==> src/rtl/hex_ascii_streamer.sv <==
// Streams a DATA_W-bit word as ASCII hex characters, MSB nibble first, with optional terminator.
// Define HEX_ASCII_PREFIX_EN to emit a "0x" prefix before the digits.
module hex_ascii_streamer #(
    parameter int unsigned DATA_W    = 32,
    parameter int unsigned LOWERCASE = 0,
    parameter int unsigned ADD_TERM  = 1,
    parameter logic [7:0]  TERM_CHAR = 8'h0A
) (
    input  logic              clock,
    input  logic              reset,
    input  logic [DATA_W-1:0] in_data,
    input  logic              in_valid,
    output logic              in_ready,
    output logic [7:0]        out_char,
    output logic              out_valid,
    input  logic              out_ready,
    output logic              busy
);

    localparam int unsigned NDIG  = DATA_W / 4;
    localparam int unsigned CNT_W = (NDIG > 1) ? $clog2(NDIG) : 1;
    localparam logic [CNT_W-1:0] LAST_DIG = CNT_W'(NDIG - 1);

    if ((DATA_W % 4) != 0 || DATA_W < 4 || DATA_W > 64) begin : g_bad_width
        $error("hex_ascii_streamer: DATA_W must be a multiple of 4 in 4..64");
    end

`ifdef HEX_ASCII_PREFIX_EN
    typedef enum logic [2:0] {StIdle, StPrefix0, StPrefix1, StDigits, StTerm} state_t;
`else
    typedef enum logic [1:0] {StIdle, StDigits, StTerm} state_t;
`endif

    state_t            state_q;
    logic [DATA_W-1:0] word_q;
    logic [CNT_W-1:0]  cnt_q;
    logic [7:0]        out_char_q;
    logic              out_valid_q;

    function automatic logic [7:0] nibble_ascii(input logic [3:0] n);
        if (n < 4'd10) begin
            return 8'd48 + {4'd0, n};
        end else if (LOWERCASE != 0) begin
            return 8'd87 + {4'd0, n};
        end else begin
            return 8'd55 + {4'd0, n};
        end
    endfunction

    // ASCII of nibble k of word w, i.e. w[4k+3:4k].
    function automatic logic [7:0] digit_at(input logic [DATA_W-1:0] w,
                                            input logic [CNT_W-1:0]  k);
        logic [DATA_W-1:0] sh;
        sh = w >> {k, 2'b00};
        return nibble_ascii(sh[3:0]);
    endfunction

    always_ff @(posedge clock) begin
        if (reset) begin
            state_q     <= StIdle;
            word_q      <= '0;
            cnt_q       <= '0;
            out_char_q  <= 8'd0;
            out_valid_q <= 1'b0;
        end else begin
            case (state_q)
                StIdle: begin
                    if (in_valid) begin
                        word_q      <= in_data;
                        cnt_q       <= LAST_DIG;
                        out_valid_q <= 1'b1;
`ifdef HEX_ASCII_PREFIX_EN
                        out_char_q  <= 8'd48;
                        state_q     <= StPrefix0;
`else
                        out_char_q  <= digit_at(in_data, LAST_DIG);
                        state_q     <= StDigits;
`endif
                    end
                end
`ifdef HEX_ASCII_PREFIX_EN
                StPrefix0: begin
                    if (out_ready) begin
                        out_char_q <= 8'd120;
                        state_q    <= StPrefix1;
                    end
                end
                StPrefix1: begin
                    if (out_ready) begin
                        out_char_q <= digit_at(word_q, cnt_q);
                        state_q    <= StDigits;
                    end
                end
`endif
                StDigits: begin
                    if (out_ready) begin
                        if (cnt_q != '0) begin
                            cnt_q      <= cnt_q - CNT_W'(1);
                            out_char_q <= digit_at(word_q, cnt_q - CNT_W'(1));
                        end else if (ADD_TERM != 0) begin
                            out_char_q <= TERM_CHAR;
                            state_q    <= StTerm;
                        end else begin
                            out_valid_q <= 1'b0;
                            state_q     <= StIdle;
                        end
                    end
                end
                StTerm: begin
                    if (out_ready) begin
                        out_valid_q <= 1'b0;
                        state_q     <= StIdle;
                    end
                end
                default: begin
                    out_valid_q <= 1'b0;
                    state_q     <= StIdle;
                end
            endcase
        end
    end

    assign in_ready  = (state_q == StIdle);
    assign busy      = (state_q != StIdle);
    assign out_char  = out_char_q;
    assign out_valid = out_valid_q;

endmodule

==> config.mk <==
export PLATFORM = sky130hd
export DESIGN_NAME = hex_ascii_streamer
export DESIGN_NICKNAME = d
export VERILOG_FILES = /design/src/rtl/hex_ascii_streamer.sv
export SDC_FILE = /design/constraint.sdc
export NUM_CORES = 1
export LEC_CHECK = 0
export CAP_MARGIN = 20
export CORE_ASPECT_RATIO = 0.8
export CORE_UTILIZATION = 30
export CTS_BUF_LIST = sky130_fd_sc_hd__clkbuf_4
export DETAILED_ROUTE_END_ITERATION = 7
export SLEW_MARGIN = 20
export SYNTH_ARGS = -nofsm -noshare
export SYNTH_HDL_FRONTEND = slang
export SYNTH_SLANG_ARGS = --single-unit
==> constraint.sdc <==
create_clock -name clock -period 4.5 [get_ports clock]
set_input_delay 1.125 -clock clock [delete_from_list [all_inputs] [get_ports clock]]
set_output_delay 1.125 -clock clock [all_outputs]
set_load 0.005 [all_outputs]
=== Word-level counts from Yosys, hierarchy flattened ===
Cells that the tools add are included.

* Eq/ne operators: 7
* Reduce and logical (&&, ||, !) cells: 9
* Muxes and demuxes: 18
* Shifts and indexed selects: 1
* Order comparisons: 2
* Bitwise operators: 1
* Add/sub/neg operators: 5

{| class="wikitable"
|+ Operators by type and width
! cell !! number
|-
| $shr 32x5->4 || 1
|-
| $add 6x4->7 const A || 4
|-
| $mux 8 || 3
|-
| $pmux 8 s2 || 1
|-
| $mux 7 || 2
|-
| $ne 2x2->1 const B || 5
|-
| $mux 3 || 3
|-
| $lt 4x4->1 const B || 2
|-
| $mux 2 || 4
|-
| $reduce_and 4->1 || 2
|-
| $pmux 2 s3 || 1
|-
| $pmux 3 s2 || 1
|-
| $reduce_and 3->1 || 2
|-
| $reduce_bool 2->1 || 2
|-
| $pmux 1 s3 || 1
|-
| $reduce_bool 3->1 || 1
|-
| $sub 3x1->3 const B || 1
|-
| $eq 2x1->1 const B || 1
|-
| $eq 2x2->1 const B || 1
|-
| $logic_not 2->1 || 1
|-
| $mux 1 || 2
|-
| $reduce_and 2->1 || 1
|-
| $not 1->1 || 1
|}

* Input bits: 36
* Output and inout port bits: 11
* Flip-flop bits (word level): 46

=== Logic depth before layout (Yosys ltp) ===
Gate-level depths: netlist of run 1.

* Depth after elaboration: 7
* Depth in mapped cells: 11
* Gate-level depth less buffers: 9

=== Worst setup path after synthesis of run 1 ===
Ideal clock, no wire load.

* Path kind: flip-flop to flip-flop
* From: register cnt_q[0]
* To: register out_char_q[4] (netlist: out_char[4])
* Arrival: 2.467 ns
* Path buffers: 1
* Stages on the path, launching flop included: 10
* Setup slack: 1.929 ns
* Required time: 4.397 ns
* Library setup time: 0.103 ns
* Cell sequence: dfxtp_1 > buf_2 > inv_1 > ha_1 > xor2_2 > mux4_1 > mux2_4 > o21ai_2 > nor2_1 > a2111oi_2

* Word-level cells in the longest chain between the ends: 7
* Elaborated cells between the ends (all ways): 10
* Classes of those cells: 3 x add/sub; 1 x order compare; 1 x shift; 4 x mux; 1 x reduce/logical

{| class="wikitable"
|+ Ends and longest elaborated chain
! element !! RTL line !! text
|-
| start, declared || 36 || <nowiki>logic [CNT_W-1:0] cnt_q;</nowiki>
|-
| start signal, assigned || 98 || <nowiki>cnt_q <= cnt_q - CNT_W'(1);</nowiki>
|-
| $sub 3x1->3 || 99 || <nowiki>out_char_q <= digit_at(word_q, cnt_q - CNT_W'(1));</nowiki>
|-
| $shr 32x5->4 || 54 || <nowiki>sh = w >> {k, 2'b00};</nowiki>
|-
| $add 6x4->7 (tied with other cells) || 46 || <nowiki>return 8'd55 + {4'd0, n};</nowiki>
|-
| $mux 7 || 41 || <nowiki>if (n < 4'd10) begin</nowiki>
|-
| $mux 8 * || 97 || <nowiki>if (cnt_q != '0) begin</nowiki>
|-
| $mux 8 * || 96 || <nowiki>if (out_ready) begin</nowiki>
|-
| $pmux 8 s2 * || 66 || <nowiki>case (state_q)</nowiki>
|-
| end signal, assigned || 76 || <nowiki>out_char_q <= digit_at(in_data, LAST_DIG);</nowiki>
|-
| end signal, assigned || 99 ||
|-
| end, declared || 37 || <nowiki>logic [7:0] out_char_q;</nowiki>
|}

Mark *: on every way between the ends. The rest lies on a longest branch, timed or not. The select of a mux whose other input is x is not followed.
A chain may end at the register's enable or synchronous reset.

=== Final worst setup path of run 1 ===
Same ends and word-level chain as after synthesis.

==> results of run 1 <==
-- per-layer routing --
layer	vias up	share of wire [%]	GRT usage, %
li1	978	-	-
met1	902	48	18.8
met2	59	44	22.5
met3	9	6.3	3.92
met4	0	1.6	4.85
met5	-	0	0
-- critical path: stages, from the launching register on --
cell	delay [ns]
dfxtp_1	0.61
inv_1	0.20
ha_1	0.30
xor2_2	0.41
mux4_1	0.63
mux2_4	0.33
o21ai_2	0.17
nor2_1	0.06
a2111oi_2	0.25
-- metrics by stage --
step	cells	setup slack [ns]	total power, W	instance area (um2)
floorplan	266	1.93	0.000642	2180
global placement	382	1.27	0.000735	2680
detailed placement	382	1.23	0.000739	2680
CTS	389	1.39	0.000981	2750
global route	389	1.15	0.00104	2760
finish	389	1.45	0.000974	2760
-- power by group --
group / switching [W] / total (W) / internal (W)
clock: 0.000130 / 0.000243 / 0.000113
combinational: 0.000139 / 0.000271 / 0.000133
sequential: 0.0000247 / 0.000460 / 0.000435
-- placed cells by master (no fill, tap or decap), types with 4 or more instances in the layout --
cell             count
nand2_1             71
inv_1                7
clkbuf_4             5
mux4_2               4
o21ai_0              5
dfxtp_1             45
nand3_1              5
mux4_1               4
ha_1                 4
a21oi_1             44
nor2_1              19
clkdlybuf4s50_1     45
-- layout make-up --
type | instances | share of cell area, %
repair buffers | 47 | 16.9
well taps | 87 | 3.95
multi-input cells | 196 | 42.9
flip-flops and latches | 45 | 32.7
inverters | 7 | 0.954
clock buffers | 5 | 1.36
clock inverters | 2 | 1.27
-- cells by family after synthesis --
logic type | count (synthesis)
flip-flops | 45
adder cells (fa/ha/maj) | 4
multiplexers | 13
AO/OA/AOI/OAI | 65
XOR/XNOR | 3
buffers and inverters | 25
AND/OR/NAND/NOR | 110
other | 1
-- state kept, by name, indices dropped and copies added (netlist names) --
| register | count |
|---|---|
| out_char | 7 |
| cnt_q | 3 |
| state_q | 2 |
| word_q | 32 |
| out_valid | 1 |
-- worst paths after layout --
kind                   from           to  slack (ns)  depth (start not counted)
setup / recovery   cnt_q[0]  out_char[4]        1.45                          8
setup reg to reg   cnt_q[0]  out_char[4]        1.45                          8
hold reg to reg   word_q[6]    word_q[6]        0.46                          2
hold / removal    word_q[6]    word_q[6]        0.46                          2
==> flow_metrics.tcl, run 1 <==
set metrics [dict create \
    outcome "complete, no violations" \
    maxCapViolCount 0 \
    nNetsFinal 342 \
    syn_area_per_cell_um2 8.18 \
    synth-compound-area-share_pct 17.7 \
    numCtsBuffers 5 \
    drive_above_1_share_pct 7.62 \
    core_area_um2 6960 \
    ir_drop_uv 117 \
    rsz0062_at_grt "false" \
    h-tree-depth 2 \
    first_global_vias 1776 \
    period_minus_slack_ns 3.05 \
    hpwl_mm 3.69 \
    synthTopCellsByCount "72 x nand2_1, 45 x dfxtp_1, 44 x a21oi_1" \
    grt_max_degree 33 \
    yosys_warnings 0 \
    synth_top_area_share_pct 41.4 \
    postCtsSetupBuffers 0 \
    post-route-period-util_pct 67.7 \
    num_rows 27 \
    cellPowerDensity_nw_per_um2 354 \
    clk_latency_ns 0.37 \
    track_usage_pct 14.2 \
    synth_edf_count 0 \
    criticalPathCategory "reg -> reg" \
    synthesis.area_um2 2180 \
    syn_to_final_growth_pct 26.6 \
    multi_input_area_um2 1180 \
    tightest_slew_ns 1.02 \
    drtPass1Iterations 4 \
    antenna_found_initial 0 \
    synthMuxAreaShare_pct 11.6 \
    async_flop_share_pct 0 \
    whs_ns 0.463 \
    netlist_instances 266 \
    critPathCaptureType "flop" \
    synth.distinct_cells 37 \
    path_clk_slew_ns 0.13 \
    path_max_fanout 7 \
    routed_wl_mm 5.12 \
    max_freq_mhz 328 \
    num_vias 1948 \
    synth_flop_cell "dfxtp_1" \
    place_congestion 0.792 \
    synthSimpleGateAreaFrac_pct 20.8 \
    synth.most_common_cell "nand2_1" \
    drt_iter0_drc 106 \
    wl_per_cell_um 13.2 \
    crit_required_ns 4.76 \
    pin_count 47 \
    max_slew_margin_pct 31.5 \
    fp.dieH_um 78.2 \
    synthAdderAreaFrac_pct 2.30 \
    initial_core_util_pct 31.3 \
    p_leak_nw 1.05 \
    clk_path_buf_depth 2 \
    synth_top_family_by_area "simple AND/OR/NAND/NOR gates" \
    synth_area_leaders "dfxtp_1 41%, nand2_1 12%, a21oi_1 10%" \
    hold_buffers 0 \
    cts_root_buffer "clkbuf_4" \
    fillers 718 \
    start_kind "flop" \
    final_max_slew_viol_count 0 \
    cts_resized 0 \
    hold_violations 0 \
    cts_sinks 45 \
    finalSetupTns_ns 0 \
    cp_data_arrival_time_ns 3.31 \
    die-area_um2 7600 \
    ys_seq_area_share_pct 41.4 \
    hold_path_class "reg -> reg" \
    synth-seq-cells 45 \
    grt_first_pass_wirelength_mm 8.67 \
    synth_area_leader_cell "dfxtp_1" \
    port_buffers 45 \
    drt-vias-per-instance 5.01 \
    synthXorXnorAreaFrac_pct 1.55 \
    seq_area_um2 901 \
    ant_nets 0 \
    syn_nets 306 \
    diodes 0 \
    route.detailed.drc 0 \
    die_w_um 97.2 \
    final_util_pct 39.6 \
    grt_overflow 0 \
    cts_tree "done" \
    setup_viol 0 \
    clock_skew_ns 0.00806 \
]
Power figures use the tool's default switching activity.
==> run 2, diff against run 1 <==
==> constraint.sdc (replaced) <==
create_clock -name clock -period 2.4 [get_ports clock]
set_input_delay 0.6 -clock clock [delete_from_list [all_inputs] [get_ports clock]]
set_output_delay 0.6 -clock clock [all_outputs]
set_load 0.005 [all_outputs]
==> run 2 against run 1 <==
- via count hardly changed
- die area stayed put
- clock power is 52% higher
- clock skew up 0.0051 ns
- routed wire length rose by 4.0%
- sequential power increased by 88%
- setup slack worse by 1.4 ns
- total power up 87%
- combinational power up 120%
- flip-flop and latch count did not move
- count of clock-buffer cells in the layout unchanged
==> flow_metrics.tcl, run 2 (synthesis gave the netlist of run 1 again) <==
set metrics [dict create \
    outcome "complete, no violations" \
    antenna_found_initial 0 \
    port_buffers 45 \
    cellPowerDensity_nw_per_um2 628 \
    rsz0062_at_grt "true" \
    fp.dieH_um 78.2 \
    clk_latency_ns 0.35 \
    drive_above_1_share_pct 14.4 \
    final_max_slew_viol_count 0 \
    path_max_fanout 6 \
    wl_per_cell_um 13.1 \
    numCtsBuffers 5 \
    cp_data_arrival_time_ns 2.57 \
    final_common_cell "nand2_1" \
    first_global_vias 1830 \
    grt_max_degree 33 \
    criticalPathCategory "reg -> reg" \
    largest_register "word_q" \
    initial_core_util_pct 31.3 \
    grt_overflow 0 \
    crit_required_ns 2.64 \
    place_area_um2 2800 \
    post-route-period-util_pct 97.4 \
    syn_to_final_growth_pct 33.0 \
    route.detailed.drc 0 \
    p_leak_nw 1.10 \
    cts_root_buffer "clkbuf_4" \
    cts_tree "done" \
    diodes 0 \
    tightest_slew_ns 0.576 \
    pin_count 47 \
    routed_wl_mm 5.33 \
    cts_sinks 45 \
    num_rows 27 \
    hold_buffers 0 \
    ir_drop_uv 250 \
    final_cell_mix "72 x nand2_1, 45 x clkdlybuf4s50_1, 44 x a21oi_1, 44 x dfxtp_1" \
    finalSetupTns_ns 0 \
    fin_area_um2 2890 \
    num_vias 1949 \
    clock_skew_ns 0.0132 \
    place_congestion 0.801 \
    largest_reg_flops 32 \
    h-tree-depth 2 \
    hold_path_class "reg -> reg" \
    track_usage_pct 14.4 \
    period_minus_slack_ns 2.34 \
    setup_viol 0 \
    preCtsSetupSlack_ns 0.0409 \
    grt_first_pass_wirelength_mm 8.85 \
    core_area_um2 6960 \
    die_w_um 97.2 \
    clk_path_buf_depth 2 \
    drt-vias-per-instance 4.80 \
    maxCapViolCount 0 \
    max_slew_margin_pct 61.2 \
    hpwl_mm 4.04 \
    drtPass1Iterations 4 \
    drt_iter0_drc 95 \
    nNetsFinal 358 \
    hold_violations 0 \
    die-area_um2 7600 \
    fin_ws_ns 0.0622 \
    path_clk_slew_ns 0.15 \
    ant_nets 0 \
    critPathCaptureType "flop" \
    start_kind "flop" \
    fillers 719 \
    power_w 0.00182 \
    max_freq_mhz 428 \
]
## run 2: report_power, final
part | internal [W] | switching (W)
registers | 0.000817 | 0.0000469
clock network | 0.000115 | 0.000255
logic | 0.000307 | 0.000278
total | 0.00124 | 0.000581
## run 2: final cells by class
class                           count  area, um2  share of cell area, %
Clock inverter                      3       20.0                  0.692
Clock buffer                        5       37.5                   1.30
Multi-Input combinational cell    196       1210                   41.9
Sequential cell                    45        902                   31.2
Inverter                            7       28.8                  0.994
Tap cell                           87        109                   3.76
Timing Repair Buffer               63        586                   20.2
## run 2: critical path, stage by stage, from the launching register on
cell and delay, ns:
dfxtp_2 0.36, inv_4 0.07, ha_4 0.16, xor2_4 0.24, mux4_1 0.59, mux2_4 0.33, nand2_1 0.09, mux2i_1 0.25
o22ai_1 0.12
## run 2: repair_timing
item / in CTS / in global routing
hold endpoints to repair: 0 / 0
setup buffers: 0 / 3
gates resized for setup: 0 / 9
setup endpoints to repair: 0 / 5
## run 2: path summary, 6_finish.rpt
check / startpoint / to / slack (ns) / cells past startpoint
worst max-delay path: cnt_q[0] / out_char[2] / 0.06 / 8
worst min-delay path: word_q[31] / word_q[31] / 0.46 / 2
worst max register to register: cnt_q[0] / out_char[2] / 0.06 / 8
worst min register to register: word_q[31] / word_q[31] / 0.46 / 2
## run 2: metrics by stage
stage / hold WS [ns] / cells / util (%)
floorplan: 0.432 / 266 / -
global placement: 0.438 / 395 / 40.3
detailed placement: 0.443 / 395 / 40.3
CTS: 0.463 / 403 / 41.1
global route: 0.490 / 406 / 41.6
finish: 0.461 / 406 / 41.6
## run 2: per-layer routing
layer  routed length (um)  GRT usage (%)  vias up
met5                    0              0        -
met4                   24           2.65        0
met3                  226           3.47        2
met2                 2220           20.5       40
met1                 2860           22.0      894
li1                     -              -     1013
==> RTL change (settings of run 2) <==
Reset style: asynchronous (`reset`), changed in one clocked block.
--- a/src/rtl/hex_ascii_streamer.sv
+++ b/src/rtl/hex_ascii_streamer.sv
@@ -56,5 +56,5 @@
     endfunction
 
-    always_ff @(posedge clock) begin
+    always_ff @(posedge clock or posedge reset) begin
         if (reset) begin
             state_q     <= StIdle;
Behaviour: differs if reset is asserted again (counterexample within 4 cycles, from zero or initial values and one cycle with reset high); with reset held inactive, the same outputs for 10 cycles.
==> RTL change against run 2 <==
- worst setup slack worse by 0.0080 ns
- via count is 5.1% lower
- sequential cell count stayed put
- count of clock-buffer cells in the layout stayed put
- core utilization is 0.46 points lower
- routed wire length is 1.2% higher
- area after synthesis is 12% higher
- final area is 12% higher
- critical path depth stayed put
- synthesized cell count is 17% lower
- largest cell class unchanged
- highest routed layer unchanged
Power is not compared: it rests on default switching activity, and its combinational part moved more than twofold at a synthesized area within 25%.
==> RTL change: results (changes against run 2) <==
metric	value	unit	change
status	completed		
async_flop_share	1.00		+1.00
synthTopCellsByArea	dfrtp_1 46%, mux2_2 14%, mux4_2 7.4%		
dp_slack	-0.0309	ns	-0.0718 ns
wl	5390	um	+1.2%
n_fill_cell	787		+9.5%
initial_utilization	0.309		-0.00405
drive_gt1_frac	0.274		+0.130
multi_input_cells	155		-21%
area_share_nonclk_buffers	0.183		-0.0193
min-delay-start	word_q[16]		
multiInputGateArea	1310	um^2	+8.3%
via_count	1850		-5.1%
startpoint	cnt_q[0]		
clk_share	0.0150		-0.00489
seq_cell_count	45		unchanged
avgSynthCellArea	11.1	um^2	+36%
path_max_fanout	7		+1
dpl_cell_area	3120	um^2	+11%
slew_headroom	0.599		-0.0125
inverters	9		+2
synth_common_cells	45 x dfrtp_1, 31 x mux2_2, 15 x a21oi_1, 15 x nand2_1, 14 x nor2_1		
signal_buffers	61		-3.2%
grtUsageMet2	0.222		+0.0171
grt_first_pass_wirelength	9200	um	+4.0%
synth_nets	260		-15%
grt_util_all_layers	0.142		-0.00212
cts.clk_slew.worst_paths	0.13	ns	-0.02 ns
drtIter0Drc	68		-28%
finClkSkew	0.00864	ns	-0.00451 ns
hold_depth	1		-1
route.met2.wl	2370	um	+6.8%
met3WireLength	307	um	+36%
RTL change: cell count changes after synthesis, moves of 5 or more:
cell      change
a21oi_1      -29
clkbuf_1      -9
dfrtp_1      +45
dfxtp_1      -45
mux2_2       +30
nand2_1      -57
nor2_1        -6
nor3_1        +5
RTL change: logic make-up (layout without fill, tap and decap cells):
| group | count (synthesis) | count (layout) | synth area share |
|---|---|---|---|
| buffers and inverters | 20 | 77 | 0.0328 |
| multiplexers | 48 | 48 | 0.255 |
| adder cells (fa/ha/maj) | 4 | 4 | 0.0205 |
| XOR/XNOR | 3 | 3 | 0.0138 |
| flip-flops | 45 | 45 | 0.461 |
| other | 1 | 1 | 0.00154 |
| AND/OR/NAND/NOR | 54 | 54 | 0.103 |
| AO/OA/AOI/OAI | 45 | 45 | 0.112 |
RTL change: critical path, stage by stage (launching register included):
cell and delay (ns):
dfrtp_1 0.42, inv_4 0.07, ha_4 0.18, xnor2_4 0.30, mux4_2 0.55, mux2_4 0.32
nand2_2 0.07, mux2i_1 0.21, o21ai_1 0.10
RTL change: where the power goes:
part	total [mW]	leakage (nW)	internal (mW)	switching, mW
Combinational	2.93	0.766	1.66	1.27
Clock	0.350	0.0247	0.106	0.244
Sequential	1.46	0.533	1.14	0.313
RTL change: worst paths after layout:
check / end / slack (ns)
worst max-delay path: out_char[2] / 0.05
worst min-delay path: word_q[16] / 0.51
worst max register to register: out_char[2] / 0.05
worst min register to register: word_q[16] / 0.51
max in group asynchronous: word_q[16] / 1.31
min in group asynchronous: out_char[1] / 0.52
RTL change: repair_timing:
item | in CTS | in global routing
endpoints found under the setup margin | 3 | 4
hold buffers | 0 | 0
pin swaps | 1 | 3
buffers inserted | 0 | 3
gates resized for setup | 2 | 10
cloned | 0 | 0
